--- src/rtl/pipe_pkg.sv ---
// Shared definitions for the pipeline-stage register family:
// reset/flush payload constants, the occupancy state enum and
// the side-band field layout.
package pipe_pkg;

  localparam logic [31:0] PC_RESET  = 32'h0000_3000;
  localparam logic [31:0] INSTR_NOP = 32'h0000_0000;

  // Occupancy of the stage: EMPTY, output register only, or output + skid.
  typedef enum logic [1:0] {
    EMPTY = 2'd0,
    ONE   = 2'd1,
    TWO   = 2'd2
  } pipe_state_t;

  // Side-band layout: low bits carry an exception code, top bit the delay-slot flag.
  localparam int SIDE_EXC_LSB = 0;
  localparam int SIDE_EXC_W   = 7;
  localparam int SIDE_DS_BIT  = 7;

  // True when the stage can take another beat in the given state.
  function automatic logic has_room(input pipe_state_t s);
    return (s != TWO);
  endfunction

endpackage

--- src/rtl/pipe_skid_buf.sv ---
// Two-entry skid buffer: output register plus one skid register with the
// EMPTY/ONE/TWO occupancy machine. in_ready and out_valid are registered
// decodes of the next state, so no input reaches an output combinationally.
// The synchronous clear input empties the buffer and restores the reset
// payload; the enclosing stage gives it priority over the handshake.
module pipe_skid_buf
  import pipe_pkg::*;
#(
  parameter int            PW          = 72,
  parameter logic [PW-1:0] RST_PAYLOAD = '0
) (
  input  logic          clk,
  input  logic          reset,
  input  logic          clr,
  input  logic          in_valid,
  output logic          in_ready,
  input  logic [PW-1:0] in_data,
  output logic          out_valid,
  input  logic          out_ready,
  output logic [PW-1:0] out_data
);

  pipe_state_t   state;
  pipe_state_t   state_nx;
  logic [PW-1:0] skid_data;
  logic          accept;
  logic          consume;
  logic          load_out_in;
  logic          load_out_skid;
  logic          load_skid;

  // Next-state and register-load decode from the handshake events.
  always_comb begin
    accept        = in_valid && in_ready;
    consume       = out_valid && out_ready;
    state_nx      = state;
    load_out_in   = 1'b0;
    load_out_skid = 1'b0;
    load_skid     = 1'b0;
    case (state)
      EMPTY: begin
        if (accept) begin
          state_nx    = ONE;
          load_out_in = 1'b1;
        end
      end
      ONE: begin
        if (accept && consume) begin
          load_out_in = 1'b1;
        end else if (accept) begin
          state_nx  = TWO;
          load_skid = 1'b1;
        end else if (consume) begin
          state_nx = EMPTY;
        end
      end
      TWO: begin
        if (consume) begin
          state_nx      = ONE;
          load_out_skid = 1'b1;
        end
      end
      default: state_nx = EMPTY;
    endcase
  end

  // State, registered handshake outputs and payload registers.
  always_ff @(posedge clk or negedge reset) begin
    if (!reset) begin
      state     <= EMPTY;
      in_ready  <= 1'b1;
      out_valid <= 1'b0;
      out_data  <= RST_PAYLOAD;
      skid_data <= '0;
    end else if (clr) begin
      state     <= EMPTY;
      in_ready  <= 1'b1;
      out_valid <= 1'b0;
      out_data  <= RST_PAYLOAD;
      skid_data <= '0;
    end else begin
      state     <= state_nx;
      in_ready  <= has_room(state_nx);
      out_valid <= (state_nx != EMPTY);
      if (load_out_in) begin
        out_data <= in_data;
      end else if (load_out_skid) begin
        out_data <= skid_data;
      end
      if (load_skid) begin
        skid_data <= in_data;
      end
    end
  end

endmodule

--- src/rtl/pipe_stage_reg.sv ---
// Parametrised pipeline-stage register with valid/ready handshake,
// two-entry skid buffer and synchronous flush. All outputs are registered.
// Optional feature macro: PIPE_STALL_CNT_EN adds the stall_cnt output, a
// saturating count of cycles with out_valid && !out_ready (cleared by reset
// only, not by flush).
module pipe_stage_reg
  import pipe_pkg::*;
#(
  parameter int                 PC_W      = 32,
  parameter int                 INSTR_W   = 32,
  parameter int                 SIDE_W    = 8,
  parameter logic [PC_W-1:0]    RESET_PC  = PC_W'(PC_RESET),
  parameter logic [INSTR_W-1:0] NOP_INSTR = INSTR_W'(INSTR_NOP)
`ifdef PIPE_STALL_CNT_EN
  , parameter int               CNT_W     = 32
`endif
) (
  input  logic               clk,
  input  logic               reset,
  input  logic               in_valid,
  output logic               in_ready,
  input  logic [PC_W-1:0]    in_pc,
  input  logic [INSTR_W-1:0] in_instr,
  input  logic [SIDE_W-1:0]  in_side,
  output logic               out_valid,
  input  logic               out_ready,
  output logic [PC_W-1:0]    out_pc,
  output logic [INSTR_W-1:0] out_instr,
  output logic [SIDE_W-1:0]  out_side,
  input  logic               flush
`ifdef PIPE_STALL_CNT_EN
  , output logic [CNT_W-1:0] stall_cnt
`endif
);

  localparam int PW = PC_W + INSTR_W + SIDE_W;
  localparam logic [PW-1:0] RST_PAYLOAD = {RESET_PC, NOP_INSTR, {SIDE_W{1'b0}}};

  logic          in_valid_g;
  logic [PW-1:0] in_data;
  logic [PW-1:0] out_data;

  // Flush wins over every event: an offered beat is dropped in the flush
  // cycle and the buffer is cleared back to its reset contents.
  assign in_valid_g = in_valid && !flush;
  assign in_data    = {in_pc, in_instr, in_side};
  assign {out_pc, out_instr, out_side} = out_data;

  pipe_skid_buf #(
    .PW          (PW),
    .RST_PAYLOAD (RST_PAYLOAD)
  ) u_skid (
    .clk       (clk),
    .reset     (reset),
    .clr       (flush),
    .in_valid  (in_valid_g),
    .in_ready  (in_ready),
    .in_data   (in_data),
    .out_valid (out_valid),
    .out_ready (out_ready),
    .out_data  (out_data)
  );

`ifdef PIPE_STALL_CNT_EN
  function automatic logic [CNT_W-1:0] sat_inc(input logic [CNT_W-1:0] v);
    return (&v) ? v : v + CNT_W'(1);
  endfunction

  // Saturating stall counter; flush deliberately leaves it untouched.
  always_ff @(posedge clk or negedge reset) begin
    if (!reset) begin
      stall_cnt <= '0;
    end else if (out_valid && !out_ready) begin
      stall_cnt <= sat_inc(stall_cnt);
    end
  end
`endif

endmodule
--- config.mk ---
export PLATFORM = sky130hd
export DESIGN_NAME = pipe_stage_reg
export DESIGN_NICKNAME = d
export VERILOG_FILES = /design/src/rtl/pipe_pkg.sv /design/src/rtl/pipe_skid_buf.sv /design/src/rtl/pipe_stage_reg.sv
export SDC_FILE = /design/constraint.sdc
export NUM_CORES = 1
export LEC_CHECK = 0
export ABC_AREA = 1
export CORE_AREA = 2 2 114 116
export CTS_CLUSTER_DIAMETER = 80
export CTS_CLUSTER_SIZE = 25
export DETAILED_ROUTE_END_ITERATION = 7
export DIE_AREA = 0 0 116 118
export GPL_TIMING_DRIVEN = 0
export PLACE_DENSITY = 0.84
export SYNTH_ARGS = -nofsm -noshare
export SYNTH_HDL_FRONTEND = slang
export SYNTH_SLANG_ARGS = --single-unit
--- constraint.sdc ---
create_clock -name clk -period 2.2 [get_ports clk]
set_input_delay 0.22 -clock clk [delete_from_list [all_inputs] [get_ports clk]]
set_output_delay 0.22 -clock clk [all_outputs]
set_load 0.05 [all_outputs]
==> impl_metrics.json, run 1 <==
{
  "status": "finished, final reports clean",
  "cts_buffer_depth": 2,
  "dr.pass1.iters": 5,
  "place_area_mm2": 0.00839,
  "drt-total-wl_mm": 17.1,
  "hold_path_class": "in2async",
  "drt_iter0_drc": 514,
  "cts_inserted_buffers": 17,
  "antenna_found_initial": 0,
  "maxCapViolCount": 0,
  "insertion_delay_ns": 0.43,
  "synth_area_mm2": 0.00665,
  "tightest_slew_ns": 0.671,
  "grtUsageTotal_pct": 25.9,
  "start_util_pct": 53.6,
  "gp_congestion": 0.793,
  "grt_max_degree": 77,
  "cts_resized": 0,
  "p_per_area_mw_per_mm2": 788,
  "crit_path_end_kind": "output pin",
  "critPathTopFamily": "buffers and inverters",
  "core_mm2": 0.0124,
  "instances_no_fill": 1161,
  "vias_per_cell": 5.15,
  "p_leak_nw": 4.54,
  "crit_chain": "clkdlybuf4s50_1",
  "die_x_um": 116,
  "dieArea_mm2": 0.0137,
  "grt_pass1_vias": 5627,
  "ant_nets": 0,
  "final_max_slew_viol_count": 0,
  "root_buffer": "clkbuf_16",
  "r2r_start": "u_skid.in_ready$_DFF_PN1_",
  "ys_types": 21,
  "relSlewSlack_pct": 55.2,
  "fin_crit_sh_pct": 91.6,
  "power_mw": 7.18,
  "cp_data_required_time_ns": 1.98,
  "dp.final_hpwl_mm": 11.1,
  "drc": 0,
  "die_h_um": 118,
  "netlist_instances": 806,
  "register_area_mm2": 0.00371,
  "avgSynthCellArea_um2": 8.25,
  "io-pin-count": 151,
  "reg2reg_depth": 7,
  "grt_setup_unrepaired": "false",
  "critPathSlowestCell": "clkdlybuf4s50_1",
  "post-cts-setup-buffers": 0,
  "synthToLayoutAreaGrowth_pct": 37.1,
  "yosys_warnings": 0,
  "overflow": 0,
  "vias": 5975,
  "clock.fmax_mhz": 496,
  "fp-row-count": 41,
  "final_hold_viol_count": 0,
  "grt_pass1_wl_mm": 27.7,
  "crit_path_start_kind": "register",
  "layout.nets": 1054,
  "ir_worst_vdd_uv": 540,
  "placed_cells_incl_taps": 1129,
  "cts_hold_repair.buffers": 1,
  "min_period_ns": 2.02,
  "finClkSkew_ns": 0.00973,
  "cts_tree": "built",
  "avgRoutedWirePerCell_um": 14.7,
  "r2r_setup_slack_ns": 0.46,
  "multi_input_area_mm2": 0.00230,
  "diodes": 0,
  "ys_ff_latch": 148,
  "drive_above_1_share_pct": 7.89,
  "cts_htree_levels": 4,
  "io_buffers": 150,
  "yosysSeqAreaShare_pct": 55.8,
  "arrival_ns": 1.80,
  "cts.sinks": 148,
  "cp_max_fo": 2,
  "clk_pin_slew_ns": 0.06,
  "nFillCells": 921,
  "syn_nets": 883,
  "path_class": "reg2out",
  "fin_area_mm2": 0.00911,
  "reg2reg_to": "u_skid.skid_data[17]$_DFFE_PN0P_",
  "final-setup-viol-count": 0,
  "max_stage_delay_ns": 0.84,
  "crit_buf_inv": 1
}
## stage by stage
| stage | utilization (%) | setup slack, ns | hold WS, ns | TNS (ns) |
|---|---|---|---|---|
| floorplan | - | 0.514 | -0.0756 | 0 |
| global placement | 67.4 | -4.99 | 0.463 | -731.62 |
| detailed placement | 67.6 | 0.184 | 0.286 | 0 |
| CTS | 73.4 | 0.174 | 0.370 | 0 |
| global route | 73.4 | 0.159 | 0.380 | 0 |
| finish | 73.4 | 0.185 | 0.367 | 0 |
## cells in the mapped netlist, drive strengths merged
cell	number	share of area [%]
nand2	295	17
o21ai	143	11
dfrtp	145	55
clkbuf	17	0.98
o211ai	1	0.11
inv	81	4.6
nor2	10	0.85
nand3	74	5.9
buf	35	4.0
dfstp	3	1.2
nand4	2	0.19
## power breakdown
| group | leakage (nW) | internal [mW] | switching [mW] |
|---|---|---|---|
| Clock | 0.347 | 2.41 | 1.10 |
| Sequential | 2.04 | 2.80 | 0.0435 |
| Combinational | 2.15 | 0.316 | 0.512 |
## layout by cell type (no fill, tap or decap), drive strengths merged
| cell | n |
|---|---|
| clkinv | 2 |
| clkbuf | 38 |
| o21ai | 143 |
| dlygate4sd3 | 1 |
| o211ai | 1 |
| inv | 81 |
| clkdlybuf4s50 | 149 |
| dfrtp | 145 |
| bufinv | 8 |
| nand4 | 2 |
| nand2 | 295 |
| nand3 | 74 |
| buf | 37 |
| nor2 | 10 |
| dfstp | 3 |
## area by class of cell
class / instances / area share [%]
Clock buffer: 21 / 5.05
Inverter: 81 / 3.36
Clock inverter: 10 / 2.75
Timing Repair Buffer: 152 / 16.9
Tap cell: 172 / 2.36
Multi-Input combinational cell: 525 / 25.3
Sequential cell: 148 / 40.7
Buffer: 52 / 3.65
## logic make-up (layout without fill, tap and decap cells)
group / count (synthesis) / in the layout / synth area share [%]
flip-flops: 148 / 148 / 55.8
AO/OA/AOI/OAI: 144 / 144 / 10.9
AND/OR/NAND/NOR: 381 / 381 / 23.7
buffers and inverters: 133 / 316 / 9.62
## registers in the layout (all words and copies together), names as in the netlist
| name | count |
|---|---|
| u_skid.skid_data | 72 |
| u_skid.out_valid | 1 |
| u_skid.state | 2 |
| u_skid.out_data | 72 |
| u_skid.in_ready | 1 |
## worst reg2reg max path, cell delays in order, from the launching register on
cell and delay (ns):
dfstp_2 0.53, nand2_2 0.09, nor2_8 0.14, nand3_4 0.17, buf_2 0.25, buf_2 0.22, nand3_1 0.09, o21ai_0 0.11
## worst max path at each step
stage / startpoint / end / slack (ns) / cells after the start
6_report: u_skid.in_ready$_DFF_PN1_ / in_ready / 0.18 / 1
4_1_cts: u_skid.in_ready$_DFF_PN1_ / in_ready / 0.17 / 1
3_3_place_gp: reset / u_skid.out_data[19]$_DFFE_PN0P_ / -4.99 / 1
5_1_grt: u_skid.in_ready$_DFF_PN1_ / in_ready / 0.16 / 1
3_5_place_dp: flush / u_skid.skid_data[17]$_DFFE_PN0P_ / 0.18 / 6
2_1_floorplan: u_skid.out_valid$_DFF_PN0_ / u_skid.out_data[0]$_DFFE_PN0P_ / 0.51 / 9
## routing by layer
| metal | vias to the layer above | GRT usage, % | wire length (µm) |
|---|---|---|---|
| met5 | - | 0 | 0 |
| met4 | 0 | 9.90 | 342 |
| met3 | 26 | 5.41 | 969 |
| met2 | 222 | 40.2 | 8180 |
| met1 | 2839 | 35.7 | 7590 |
| li1 | 2888 | - | - |
No activity file was read; power rests on OpenSTA's default activity.
==> run 2: changes to the inputs <==
--- a/config.mk
+++ b/config.mk
@@ -12,7 +12,7 @@
 export DETAILED_ROUTE_END_ITERATION = 7
 export DIE_AREA = 0 0 116 118
 export GPL_TIMING_DRIVEN = 0
-export PLACE_DENSITY = 0.84
+export PLACE_DENSITY = 0.85
 export SYNTH_ARGS = -nofsm -noshare
 export SYNTH_HDL_FRONTEND = slang
 export SYNTH_SLANG_ARGS = --single-unit
==> run 2 against run 1 <==
Net effect: clock power fell by 7.4%; hold slack better by 0.0068 ns; sequential share of layout area up 0.22 points; highest routed layer unchanged; utilization down 0.39 points; power down 3.5%; critical path depth is the same.
==> impl_metrics.json, run 2 (same netlist as run 1, synthesis figures left out) <==
{
  "status": "finished, final reports clean",
  "avgRoutedWirePerCell_um": 14.7,
  "cts_inserted_buffers": 17,
  "maxCapViolCount": 0,
  "top_regs": "u_skid.out_data: 72 flops, u_skid.skid_data: 72 flops, u_skid.state: 2 flops",
  "crit_buf_inv": 1,
  "hold_depth": 3,
  "path_class": "reg2out",
  "holdPathEnd": "u_skid.skid_data[48]$_DFFE_PN0P_",
  "r2r_setup_slack_ns": 0.47,
  "fin_area_mm2": 0.00907,
  "synthToLayoutAreaGrowth_pct": 36.4,
  "power_mw": 6.93,
  "layout.nets": 1054,
  "io_buffers": 150,
  "reg2reg_to": "u_skid.out_data[55]$_DFFE_PN0P_",
  "final_max_slew_viol_count": 0,
  "grtUsageTotal_pct": 26.0,
  "root_buffer": "clkbuf_16",
  "die_x_um": 116,
  "arrival_ns": 1.78,
  "final_cell_mix": "292 x nand2_1, 149 x clkdlybuf4s50_1, 145 x dfrtp_1, 82 x o21ai_0, 79 x inv_1",
  "cp_max_fo": 2,
  "crit_path_start_kind": "register",
  "instances_no_fill": 1162,
  "core_mm2": 0.0124,
  "post-cts-setup-buffers": 0,
  "relSlewSlack_pct": 50.9,
  "post-route-util_pct": 73.0,
  "final_hold_viol_count": 0,
  "fin_crit_sh_pct": 91.1,
  "vias_per_cell": 5.13,
  "overflow": 0,
  "gp_congestion": 0.785,
  "worst_hold_slack_ns": 0.374,
  "grt_setup_unrepaired": "false",
  "tns_ns": 0,
  "grt_max_degree": 81,
  "critPathTopFamily": "buffers and inverters",
  "antenna_found_initial": 0,
  "grt_pass1_wl_mm": 28.1,
  "drt-total-wl_mm": 17.1,
  "cts.sinks": 148,
  "diodes": 0,
  "p_leak_nw": 4.51,
  "dp.final_hpwl_mm": 11.3,
  "clock.fmax_mhz": 499,
  "cp_data_required_time_ns": 1.98,
  "grt_pass1_vias": 5693,
  "critPathSlowestCell": "clkdlybuf4s50_1",
  "cts_buffer_depth": 2,
  "finalWorstSetupSlack_ns": 0.196,
  "dieArea_mm2": 0.0137,
  "cts_tree": "built",
  "vias": 5956,
  "final-setup-viol-count": 0,
  "cts_htree_levels": 4,
  "insertion_delay_ns": 0.42,
  "clk_pin_slew_ns": 0.06,
  "layout_commonest_cell": "nand2_1",
  "max_stage_delay_ns": 0.82,
  "ir_worst_vdd_uv": 485,
  "drc": 0,
  "r2r_start": "u_skid.in_ready$_DFF_PN1_",
  "reg2reg_depth": 9,
  "place_area_mm2": 0.00839,
  "hold_start": "in_pc[8]",
  "p_per_area_mw_per_mm2": 764,
  "start_util_pct": 53.6,
  "crit_path_end_kind": "output pin",
  "io-pin-count": 151,
  "drive_above_1_share_pct": 8.18,
  "hold_path_class": "in2reg",
  "dp_slack_ns": 0.167,
  "min_period_ns": 2.00,
  "tightest_slew_ns": 0.736,
  "crit_chain": "clkdlybuf4s50_1",
  "die_h_um": 118,
  "dr.pass1.iters": 5,
  "ant_nets": 0,
  "finClkSkew_ns": 0.00563,
  "drt_iter0_drc": 471,
  "fp-row-count": 41,
  "placed_cells_incl_taps": 1129
}
[run 2: timing repair]
item	4_1_cts	5_1_grt
endpoints found under the setup margin	0	0
gates resized for setup	0	0
hold buffers	1	0
hold endpoints to repair	78	0
[run 2: power breakdown]
| part | switching, mW | internal, mW |
|---|---|---|
| Clock | 1.14 | 2.11 |
| Combinational | 0.513 | 0.316 |
| Sequential | 0.0441 | 2.80 |
| Total | 1.69 | 5.23 |
[run 2: layer usage]
metal	part of all wire (%)	global-route usage, %	wire, µm
met2	48	40.2	8150
met1	45	36.2	7670
met5	0	0	0
met4	2.6	10.8	448
met3	4.7	4.43	810
[run 2: how the worst max path moves through the flow]
stage | cells past startpoint | startpoint | to | slack (ns)
final | 1 | u_skid.in_ready$_DFF_PN1_ | in_ready | 0.20
after floorplan | 9 | u_skid.out_valid$_DFF_PN0_ | u_skid.out_data[0]$_DFFE_PN0P_ | 0.51
after CTS | 1 | u_skid.in_ready$_DFF_PN1_ | in_ready | 0.18
after detailed placement | 6 | flush | u_skid.skid_data[34]$_DFFE_PN0P_ | 0.17
after global routing | 1 | u_skid.in_ready$_DFF_PN1_ | in_ready | 0.17
after global placement | 1 | reset | u_skid.skid_data[15]$_DFFE_PN0P_ | -4.90
[run 2: area by class of cell]
| cell class | instances | area (µm²) |
|---|---|---|
| Clock buffer | 17 | 425 |
| Fill cell | 932 | 3350 |
| Sequential cell | 148 | 3710 |
| Tap cell | 172 | 215 |
| Timing Repair Buffer | 152 | 1540 |
| Buffer | 52 | 333 |
| Inverter | 81 | 307 |
| Multi-Input combinational cell | 525 | 2300 |
| Clock inverter | 15 | 236 |
==> run 3: changes to the inputs <==
--- a/config.mk
+++ b/config.mk
@@ -11,7 +11,6 @@
 export CTS_CLUSTER_SIZE = 25
 export DETAILED_ROUTE_END_ITERATION = 7
 export DIE_AREA = 0 0 116 118
-export GPL_TIMING_DRIVEN = 0
 export PLACE_DENSITY = 0.85
 export SYNTH_ARGS = -nofsm -noshare
 export SYNTH_HDL_FRONTEND = slang
==> run 3 against run 2 <==
Net effect: sequential cell count is the same; clock-buffer cell count up 9; final cell count is 3.3% lower; non-clock buffer count down 36; fmax decreased by 0.27%; clock skew about the same; power down 6.7%; routed wire length down 9.0%; critical endpoint is now out_pc[13]; largest power group is now sequential cells.
==> impl_metrics.json, run 3 (same netlist as run 1, synthesis figures left out) <==
{
  "drive_above_1_share_pct": 5.99,
  "antenna_found_initial": 0,
  "dieArea_mm2": 0.0137,
  "power_mw": 6.46,
  "cts_tree": "built",
  "final_hold_viol_count": 0,
  "crit_path_start_kind": "register",
  "layout.nets": 1018,
  "clock.fmax_mhz": 498,
  "cp_data_required_time_ns": 1.98,
  "p_leak_nw": 4.39,
  "cts_htree_levels": 4,
  "final-setup-viol-count": 0,
  "fin_crit_sh_pct": 91.3,
  "ant_nets": 0,
  "die_h_um": 118,
  "top_regs": "u_skid.out_data: 72 flops, u_skid.skid_data: 72 flops, u_skid.state: 2 flops",
  "core_mm2": 0.0124,
  "nFillCells": 977,
  "r2r_setup_slack_ns": 0.45,
  "drc": 0,
  "relSlewSlack_pct": 55.5,
  "crit_buf_inv": 1,
  "avgRoutedWirePerCell_um": 13.8,
  "fp-row-count": 41,
  "drt_iter0_drc": 634,
  "cts_inserted_buffers": 17,
  "diodes": 0,
  "drt-total-wl_mm": 15.6,
  "tns_ns": 0,
  "synthToLayoutAreaGrowth_pct": 32.7,
  "grtUsageTotal_pct": 24.5,
  "cts_buffer_depth": 2,
  "cp_max_fo": 2,
  "final_cell_mix": "292 x nand2_1, 149 x clkdlybuf4s50_1, 145 x dfrtp_1, 82 x o21ai_0, 78 x inv_1",
  "status": "finished, final reports clean",
  "finalWorstSetupSlack_ns": 0.191,
  "placed_cells_incl_taps": 1093,
  "finClkSkew_ns": 0.00598,
  "fin_area_mm2": 0.00883,
  "die_x_um": 116,
  "grt_setup_unrepaired": "false",
  "max_stage_delay_ns": 0.84,
  "root_buffer": "clkbuf_16",
  "grt_pass1_vias": 5502,
  "critPathSlowestCell": "clkdlybuf4s50_1",
  "post-route-util_pct": 71.1,
  "worst_hold_slack_ns": 0.348,
  "hold_path_class": "in2async",
  "insertion_delay_ns": 0.42,
  "io-pin-count": 151,
  "cts.sinks": 148,
  "vias": 5639,
  "maxCapViolCount": 0,
  "dp_slack_ns": 0.185,
  "io_buffers": 150,
  "arrival_ns": 1.79,
  "layout_commonest_cell": "nand2_1",
  "multi_input_area_mm2": 0.00230,
  "dr.pass1.iters": 5,
  "grt_max_degree": 82,
  "reg2reg_to": "u_skid.out_data[51]$_DFFE_PN0P_",
  "critPathTopFamily": "buffers and inverters",
  "reg2reg_depth": 8,
  "path_class": "reg2out",
  "crit_chain": "clkdlybuf4s50_1",
  "instances_no_fill": 1124,
  "clk_pin_slew_ns": 0.06,
  "r2r_start": "u_skid.in_ready$_DFF_PN1_",
  "gp_congestion": 0.792,
  "start_util_pct": 53.6,
  "ir_worst_vdd_uv": 407,
  "p_per_area_mw_per_mm2": 732,
  "grt_pass1_wl_mm": 26.5,
  "place_area_mm2": 0.00824,
  "overflow": 0,
  "crit_path_end_kind": "output pin",
  "min_period_ns": 2.01,
  "register_area_mm2": 0.00371,
  "tightest_slew_ns": 0.667,
  "vias_per_cell": 5.02,
  "dp.final_hpwl_mm": 9.99,
  "final_max_slew_viol_count": 0
}
[run 3: worst max path at each step]
stage | slack, ns | start | cells past startpoint | endpoint
finish | 0.19 | u_skid.out_data[53]$_DFFE_PN1P_ | 1 | out_pc[13]
global route | 0.16 | u_skid.out_data[52]$_DFFE_PN1P_ | 1 | out_pc[12]
CTS | 0.17 | u_skid.out_data[53]$_DFFE_PN1P_ | 1 | out_pc[13]
detailed placement | 0.19 | flush | 8 | u_skid.out_data[51]$_DFFE_PN0P_
global placement | 0.25 | flush | 8 | u_skid.out_data[51]$_DFFE_PN0P_
floorplan | 0.51 | u_skid.out_valid$_DFF_PN0_ | 9 | u_skid.out_data[0]$_DFFE_PN0P_
[run 3: repair_timing]
action / in CTS / in global routing
buffers inserted: 0 / 0
hold buffers: 1 / 0
gates resized for setup: 0 / 0
endpoints found under the hold margin: 56 / 0
[run 3: per-layer routing]
metal	wire [µm]	up-vias	global-route usage, %
met1	6740	2629	33.2
met2	7650	179	38.3
met4	288	0	9.15
li1	-	2809	-
met3	875	22	5.66
met5	0	-	0
[run 3: power breakdown]
group / internal, mW / switching [mW] / leakage, nW
Combinational: 0.300 / 0.487 / 2.06
Sequential: 2.80 / 0.0454 / 2.04
Clock: 1.80 / 1.02 / 0.286
Total: 4.91 / 1.55 / 4.39
[run 3: area by class of cell]
cell class	instances	area share, %
clock buffers	26	5.77
clock inverters	4	0.794
inverters	81	3.47
multi-input cells	525	26.1
flip-flops and latches	148	42.0
well taps	172	2.44
repair buffers	168	19.4
